<file path="config.mk">
export PLATFORM = sky130hd
export DESIGN_NAME = sparce_skip_sequencer
export DESIGN_NICKNAME = d
export VERILOG_FILES = /design/src/rtl/sparce_skip_sequencer.sv
export SDC_FILE = /design/constraint.sdc
export NUM_CORES = 2
export LEC_CHECK = 0
export BUFFER_PORTS_ARGS = -buffer_cell sky130_fd_sc_hd__buf_2
export CORE_AREA = 2 2 312 314
export DETAILED_ROUTE_END_ITERATION = 16
export DIE_AREA = 0 0 314 316
export PLACE_DENSITY = 0.81
export REMOVE_ABC_BUFFERS = 1
export SKIP_LAST_GASP = 1
export SLEW_MARGIN = 20
export SYNTH_ARGS = -nofsm -noshare
export SYNTH_HDL_FRONTEND = slang
export SYNTH_SLANG_ARGS = --single-unit
</file>
<file path="constraint.sdc">
create_clock -name CLK -period 10.95 [get_ports CLK]
set_input_delay 2.19 -clock CLK [delete_from_list [all_inputs] [get_ports CLK]]
set_output_delay 2.19 -clock CLK [all_outputs]
set_load 0.02 [all_outputs]
</file>
<file path="src/rtl/sparce_skip_sequencer.sv">
// rtl/sparce_skip_sequencer.sv - SparCE skip sequencer: SASA table lookup, sparsity tracking, skip redirect FSM
// Optional feature macro: SPARCE_WB_BYPASS_EN (forward same-cycle writeback into cond evaluation)
module sparce_skip_sequencer #(
    parameter int          SASA_ENTRIES = 16,
    parameter logic [31:0] SASA_BASE    = 32'h0000_1000
) (
    input  logic        CLK,
    input  logic        RST,
    input  logic [31:0] pc,
    input  logic        if_ex_enable,
    input  logic        wb_en,
    input  logic [4:0]  rd,
    input  logic [31:0] wb_data,
    input  logic        sasa_wen,
    input  logic [31:0] sasa_addr,
    input  logic [31:0] sasa_data,
    output logic        skipping,
    output logic [31:0] sparce_target
);
    localparam int IDX_W = $clog2(SASA_ENTRIES);

    typedef enum logic [1:0] {S_IDLE, S_SKIP, S_WAIT} state_t;

    state_t             state, state_next;
    logic [31:0]        word0 [SASA_ENTRIES];
    logic [31:0]        word1 [SASA_ENTRIES];
    logic [31:0]        sprf;
    logic [31:0]        sprf_eff;
    logic [31:0]        trig_pc;
    logic               hit;
    logic [IDX_W-1:0]   hit_idx;
    logic [31:0]        win_w1;
    logic               cond_true;
    logic               cfg_hit;
    logic [IDX_W-1:0]   cfg_idx;
    logic               unused_bits;

    assign cfg_hit     = sasa_wen && (sasa_addr[31:3+IDX_W] == SASA_BASE[31:3+IDX_W]);
    assign cfg_idx     = sasa_addr[3 +: IDX_W];
    assign win_w1      = word1[hit_idx];
    assign unused_bits = ^{sasa_addr[1:0], win_w1[19:12]};

    always_comb begin
        sprf_eff = sprf;
`ifdef SPARCE_WB_BYPASS_EN
        if (wb_en && rd != 5'd0) begin
            sprf_eff[rd] = (wb_data == 32'd0);
        end
`endif
    end

    // Scan high to low so the lowest matching index is the one left standing.
    always_comb begin
        hit     = 1'b0;
        hit_idx = '0;
        for (int i = SASA_ENTRIES - 1; i >= 0; i--) begin
            if (word1[i][21:20] != 2'b00 && word1[i][11:0] != 12'd0 && word0[i] == pc) begin
                hit     = 1'b1;
                hit_idx = IDX_W'(i);
            end
        end
    end

    always_comb begin
        cond_true = 1'b0;
        case (win_w1[21:20])
            2'b01:   cond_true = sprf_eff[win_w1[31:27]];
            2'b10:   cond_true = sprf_eff[win_w1[31:27]] | sprf_eff[win_w1[26:22]];
            2'b11:   cond_true = sprf_eff[win_w1[31:27]] & sprf_eff[win_w1[26:22]];
            default: cond_true = 1'b0;
        endcase
    end

    always_comb begin
        state_next = state;
        case (state)
            S_IDLE:  if (if_ex_enable && hit && cond_true) state_next = S_SKIP;
            S_SKIP:  state_next = S_WAIT;
            S_WAIT:  if (if_ex_enable && pc != trig_pc) state_next = S_IDLE;
            default: state_next = S_IDLE;
        endcase
    end

    always_ff @(posedge CLK) begin
        if (RST) begin
            state         <= S_IDLE;
            skipping      <= 1'b0;
            sparce_target <= 32'd0;
            trig_pc       <= 32'd0;
            sprf          <= 32'h0000_0001;
            for (int i = 0; i < SASA_ENTRIES; i++) begin
                word0[i] <= 32'd0;
                word1[i] <= 32'd0;
            end
        end else begin
            state    <= state_next;
            skipping <= (state_next == S_SKIP);
            if (state == S_IDLE && state_next == S_SKIP) begin
                sparce_target <= word0[hit_idx] + {18'd0, win_w1[11:0], 2'b00};
                trig_pc       <= pc;
            end
            if (wb_en && rd != 5'd0) begin
                sprf[rd] <= (wb_data == 32'd0);
            end
            if (cfg_hit) begin
                if (sasa_addr[2]) begin
                    word1[cfg_idx] <= sasa_data;
                end else begin
                    word0[cfg_idx] <= sasa_data;
                end
            end
        end
    end
endmodule

</file>
# Word level (Yosys, flattened, before mapping)
# Memories as Yosys holds them, arrays and structs flattened.
# Cells that the tools add are included.
[totals]
memories = 2
reg_bits = 99
word_cells = 173
inputBits = 138
ram_bits = 1024
[memory_table]
columns = ["memory", "words", "word_bits", "rd", "rd_clocked_by_memory_dff", "write_ports", "line_no", "source"]
rows = [
  ["word0", 16, 32, 17, 0, 16, "25", "logic [31:0] word0 [SASA_ENTRIES];"],
  ["word1", 16, 32, 17, 0, 16, "26", "logic [31:0] word1 [SASA_ENTRIES];"],
]
[classes]
addsub = 1
n_reduce_logical = 76
bitwise_logic = 2
order_cmp = 4
eq_ne = 24
n_mux = 59
[ops]
columns = ["cell", "count"]
rows = [
  ["$eq A32 B32 Y1", 16],
  ["$reduce_bool A12 Y1", 16],
  ["$mux W4", 18],
  ["$mux W32", 2],
  ["$reduce_or A32 Y1", 2],
  ["$logic_and A1 B1 Y1", 39],
  ["$add A32 B14 Y32", 1],
  ["$bwmux W32", 1],
  ["$logic_not A32 Y1", 1],
  ["$ne A32 B32 Y1", 1],
  ["$reduce_bool A2 Y1", 16],
  ["$mux W1", 31],
  ["$eq A25 B6 Y1 const B", 1],
  ["$lt A5 B6 Y1 const B", 3],
  ["$bmux W1 S5", 2],
  ["$eq A2 B1 Y1 const B", 3],
  ["$eq A2 B2 Y1 const B", 3],
  ["$pmux W2 S3", 1],
  ["$demux W1 S5", 1],
  ["$ge A5 B1 Y1 const B", 1],
  ["$reduce_bool A5 Y1", 1],
  ["$mux W2", 2],
  ["$pmux W1 S3", 1],
  ["$logic_not A2 Y1", 1],
  ["2 further kinds", 2],
]

# Depth between registers and ports, before layout
# An unclocked memory read counts as a cell.
[logic_depth]
word_depth = 29
depth_mapped = 44

# Worst setup path after synthesis
# No wires, ideal clock.
[synth_path]
path_kind = "input-to-reg"
from = "input pc[13]"
to = "register sparce_target[26]"
slack_ps = 1453
setup_ps = 81
stages = 39
path_buffers = 12
t_arrival_ps = 9416
required_time_ps = 10869
path_cell_list = "buf_4 > buf_4 > xor2_1 > nor4_2 > nand2_1 > or4_1 > a21boi_1 > o221ai_1 > a31oi_1 > buf_4 > buf_2 > buf_2 > buf_2 > buf_2 > buf_2 > buf_2 > clkbuf_1 > clkbuf_1 > [3 not listed] > a21oi_1 > ha_1 > fa_1 > a21o_1 > a21oi_1 > o21bai_1 > a21oi_1 > o21bai_1 > a21oi_1 > o21bai_1 > a21oi_1 > o21bai_1 > a21oi_1 > nor3_1 > inv_1 > nor3_1 > xor2_1 > a211oi_2"
[synth_via]
elab_chain_len = 28
elab_cells_between_ends = 86
classes_between = "add/sub: 1; eq/ne: 21; mux: 40; bitwise: 2; reduce/logical: 20; memory: 2"
[synth_lines]
columns = ["item", "line_no", "source"]
rows = [
  ["start, declared", "9", "input logic [31:0] pc,"],
  ["$eq A32 B32 Y1", "57", "if (word1[i][21:20] != 2'b00 && word1[i][11:0] != 12'd0 && word0[i] == pc) begin"],
  ["$logic_and A1 B1 Y1", "57", ""],
  ["$mux W4 (16 in series)", "57", ""],
  ["$mem_v2 Z16 W32", "n/a", ""],
  ["$bmux W1 S5, on equally long branches", "67, 68, 69", ""],
  ["$mux W1, on equally long branches", "67, 68, 69", ""],
  ["$and A1 B1 Y1 / $or A1 B1 Y1 (equally long branches)", "69, 68", ""],
  ["$pmux W1 S3", "66", "case (win_w1[21:20])"],
  ["$logic_and A1 B1 Y1", "77", "S_IDLE: if (if_ex_enable && hit && cond_true) state_next = S_SKIP;"],
  ["$mux W2", "77", ""],
  ["$pmux W2 S3", "76", "case (state)"],
  ["$eq A2 B1 Y1", "98", "if (state == S_IDLE && state_next == S_SKIP) begin"],
  ["$logic_and A1 B1 Y1", "98", ""],
  ["end signal, assigned", "99", "sparce_target <= word0[hit_idx] + {18'd0, win_w1[11:0], 2'b00};"],
  ["end, declared", "18", "output logic [31:0] sparce_target"],
]
# Parallel ways exist; a longest one is shown, timed or not. The select of a mux whose other input is x is not followed.
# A chain may end at the register's enable or synchronous reset.

# Final worst setup path
[layout_path]
from = "input pc[31]"
to = "register sparce_target[18]"
# Same word-level chain as after synthesis.

==> results_dict.tcl <==
set metrics [dict create \
    cts_tree "built" \
    cp.arrival_ns 10.61 \
    initial_core_util_pct 59.3 \
    postCtsSetupBuffers 0 \
    drive_gt1_share_pct 12.8 \
    p_comb_share_pct 10.6 \
    grt_antenna_before_repair 19 \
    seq_power_share_pct 48.4 \
    tightest_slew_ns 1.24 \
    cp.required_ns 11.49 \
    hold_path_depth 2 \
    ys_ff_latch 995 \
    path_class "in2reg" \
    cpMostUsedCell "a21oi_1" \
    design.core.area_um2 96000 \
    finalNetCount 5503 \
    hold_class "reg2reg" \
    htree_levels 3 \
    synth_area_per_cell_um2 10.7 \
    finalSetupViolations 0 \
    grt_pass1_vias 43700 \
    slew_viol_final 0 \
    synthCells 5301 \
    ys_types 86 \
    power_leakage_nw 24.4 \
    slew_headroom_pct 16.3 \
    r2r.worst_path.cells 31 \
    track_usage_pct 45.0 \
    ant_nets 0 \
    ioPinCount 171 \
    grt_overflow 0 \
    cp_top_family "compound AO/OA/AOI/OAI gates" \
    r2r-end "sparce_target[18]$_SDFFE_PP0P_" \
    ys_seq_area_share_pct 50.7 \
    synth_top_area_share_pct 47.3 \
    slowest_delay_ns 0.91 \
    clock-root-buffer "clkbuf_16" \
    syn_to_final_growth_pct 10.2 \
    crit_buf_inv 6 \
    async_flop_share_pct 0 \
    p_sw_mw 2.44 \
    routedWlPerCell_um 33.6 \
    rsz0062_at_grt "no" \
    wl_mm 226 \
    status "complete, no violations" \
    worst-path-max-fanout 23 \
    dp_slack_ns 0.797 \
    synth_edf_count 896 \
    period_share_pct 91.9 \
    max_freq_mhz 99.3 \
    cts_made_buffers 106 \
    whs_ns 0.492 \
    clk_latency_ns 0.73 \
    min_period_ns 10.07 \
    cts_resized 0 \
    p_clk_share_pct 41.0 \
    drcViolationCount 0 \
    syn_area_um2 56900 \
    drtIter0Drc 8139 \
    numClockSinks 995 \
    mostFrequentLayoutCells "edfxtp_1, and2_1, xor2_1" \
    cp-start-kind "input pin" \
    pwr_density_cell_nw_per_um2 146 \
    setup_ws_ns 0.882 \
    intPower_mw 6.70 \
    slowest_stage "a211oi_1" \
    grt_max_degree 133 \
    swShare_pct 26.7 \
    r2r-start "word1[13][2]$_SDFFCE_PN0P_" \
    die_h_um 316 \
    grt_pass1_wl_mm 315 \
    dpl.hpwl_mm 157 \
    rows 114 \
    yosysWarnings 0 \
    endpoint_kind "flip-flop" \
    min_to "sprf[18]$_SDFFE_PP0P_" \
    peakVddDrop_v 0.000125 \
    vias 46500 \
    final_common_cell "edfxtp_1" \
    fin_skew_ns 0.0382 \
    viasPerCell 6.91 \
    die_area_um2 99200 \
    hold_buffers 0 \
    fill_cells 7396 \
    fin_util_pct 65.4 \
    drt_first_pass_iters 8 \
    netlist_top_cells_area "edfxtp_1, xor2_1, and2_1" \
    yosysTopAreaCell "edfxtp_1" \
    hold_viol_final 0 \
    max-cap-violations 0 \
    cts_buffer_depth 3 \
    synth_flop_cell "edfxtp_1" \
    die_w_um 314 \
    clk_pin_slew_worst_paths_ns 0.06 \
    reg2reg_setup_slack_ns 2.44 \
    place.gp.congestion 1.07 \
    numPortBuffers 168 \
    worstHoldStart "sprf[18]$_SDFFE_PP0P_" \
]
## per-stage QoR
step	total power [mW]	instances	TNS, ns	area [um2]
3_5_place_dp	5.40	6520	0	59100
2_1_floorplan	4.87	4850	-612.83	54600
4_1_cts	9.06	6718	0	62700
6_report	9.14	6727	0	62700
5_1_grt	9.29	6719	0	62700
3_3_place_gp	5.39	6520	0	59100
## worst max-delay path by stage
stage / start / end / slack [ns] / depth (start not counted)
global placement: pc[4] / sparce_target[19]$_SDFFE_PP0P_ / 0.89 / 32
global route: pc[31] / sparce_target[18]$_SDFFE_PP0P_ / 0.72 / 33
floorplan: pc[9] / sparce_target[0]$_SDFFE_PP0P_ / -9.43 / 16
finish: pc[31] / sparce_target[18]$_SDFFE_PP0P_ / 0.88 / 33
detailed placement: pc[4] / sparce_target[28]$_SDFFE_PP0P_ / 0.80 / 31
CTS: pc[4] / sparce_target[28]$_SDFFE_PP0P_ / 1.50 / 31
## registers in the layout (all words and copies together), names as in the netlist
register / cells
skipping: 1
trig_pc: 32
sprf: 32
sparce_target: 32
word1: 384
state: 2
word0: 512
## power groups by stage
stage / registers (mW) / logic (mW) / clock network, mW
CTS: 4.42 / 0.915 / 3.73
detailed placement: 4.49 / 0.909 / 0
floorplan: 4.45 / 0.413 / 0
global route: 4.43 / 0.979 / 3.88
global placement: 4.48 / 0.910 / 0
finish: 4.42 / 0.970 / 3.75
## worst register-to-register path, delay by kind of cell, from the launching register on
family,cells,cell delay [ns]
and+or+nand+nor,6,2.41
adders and majority gates,2,0.42
AOI/OAI and AO/OA,18,4.04
xor gates and xnor gates,1,0.24
buffers and inverters,4,0.83
DFF,1,0.41
## per-layer routing
metal	wire, um	GRT usage, %
met1	78500	57.4
met2	95000	65.1
met3	32500	13.2
met4	20100	33.5
met5	27	0
## Yosys cell counts, types with 17 or more instances
master,instances
nand2_1,463
buf_2,51
a211oi_2,19
dfxtp_1,99
xnor2_1,31
nand3_1,241
a31oi_1,29
and3_1,393
nor4_1,277
o21ai_0,38
buf_4,25
or4_1,17
buf_6,59
nand4_1,73
mux2_2,25
nor3_1,75
a21oi_1,75
clkbuf_1,297
a21o_1,19
or2_2,26
inv_1,23
a211oi_1,129
nor2_1,202
xor2_1,531
edfxtp_1,896
mux2i_1,333
and2_1,576
a311oi_1,25
nor2b_1,31
## kinds of logic after synthesis
| logic type | share of synthesized area [%] |
|---|---|
| DFF | 50.7 |
| and+or+nand+nor | 23.9 |
| AOI/OAI and AO/OA | 5.70 |
| muxes | 6.39 |
| buffers and inverters | 4.28 |
| xor gates and xnor gates | 8.65 |
| adders and majority gates | 0.299 |
## layout make-up
type	instances	area, um2	area share, %
repair buffers	394	2800	4.47
diodes	9	22.5	0.0359
flip-flops and latches	995	28900	46.0
clock inverters	74	734	1.17
clock buffers	124	2830	4.51
well taps	1276	1600	2.54
inverters	23	86.3	0.138
multi-input cells	3832	25800	41.1
Power figures use the tool's default switching activity.
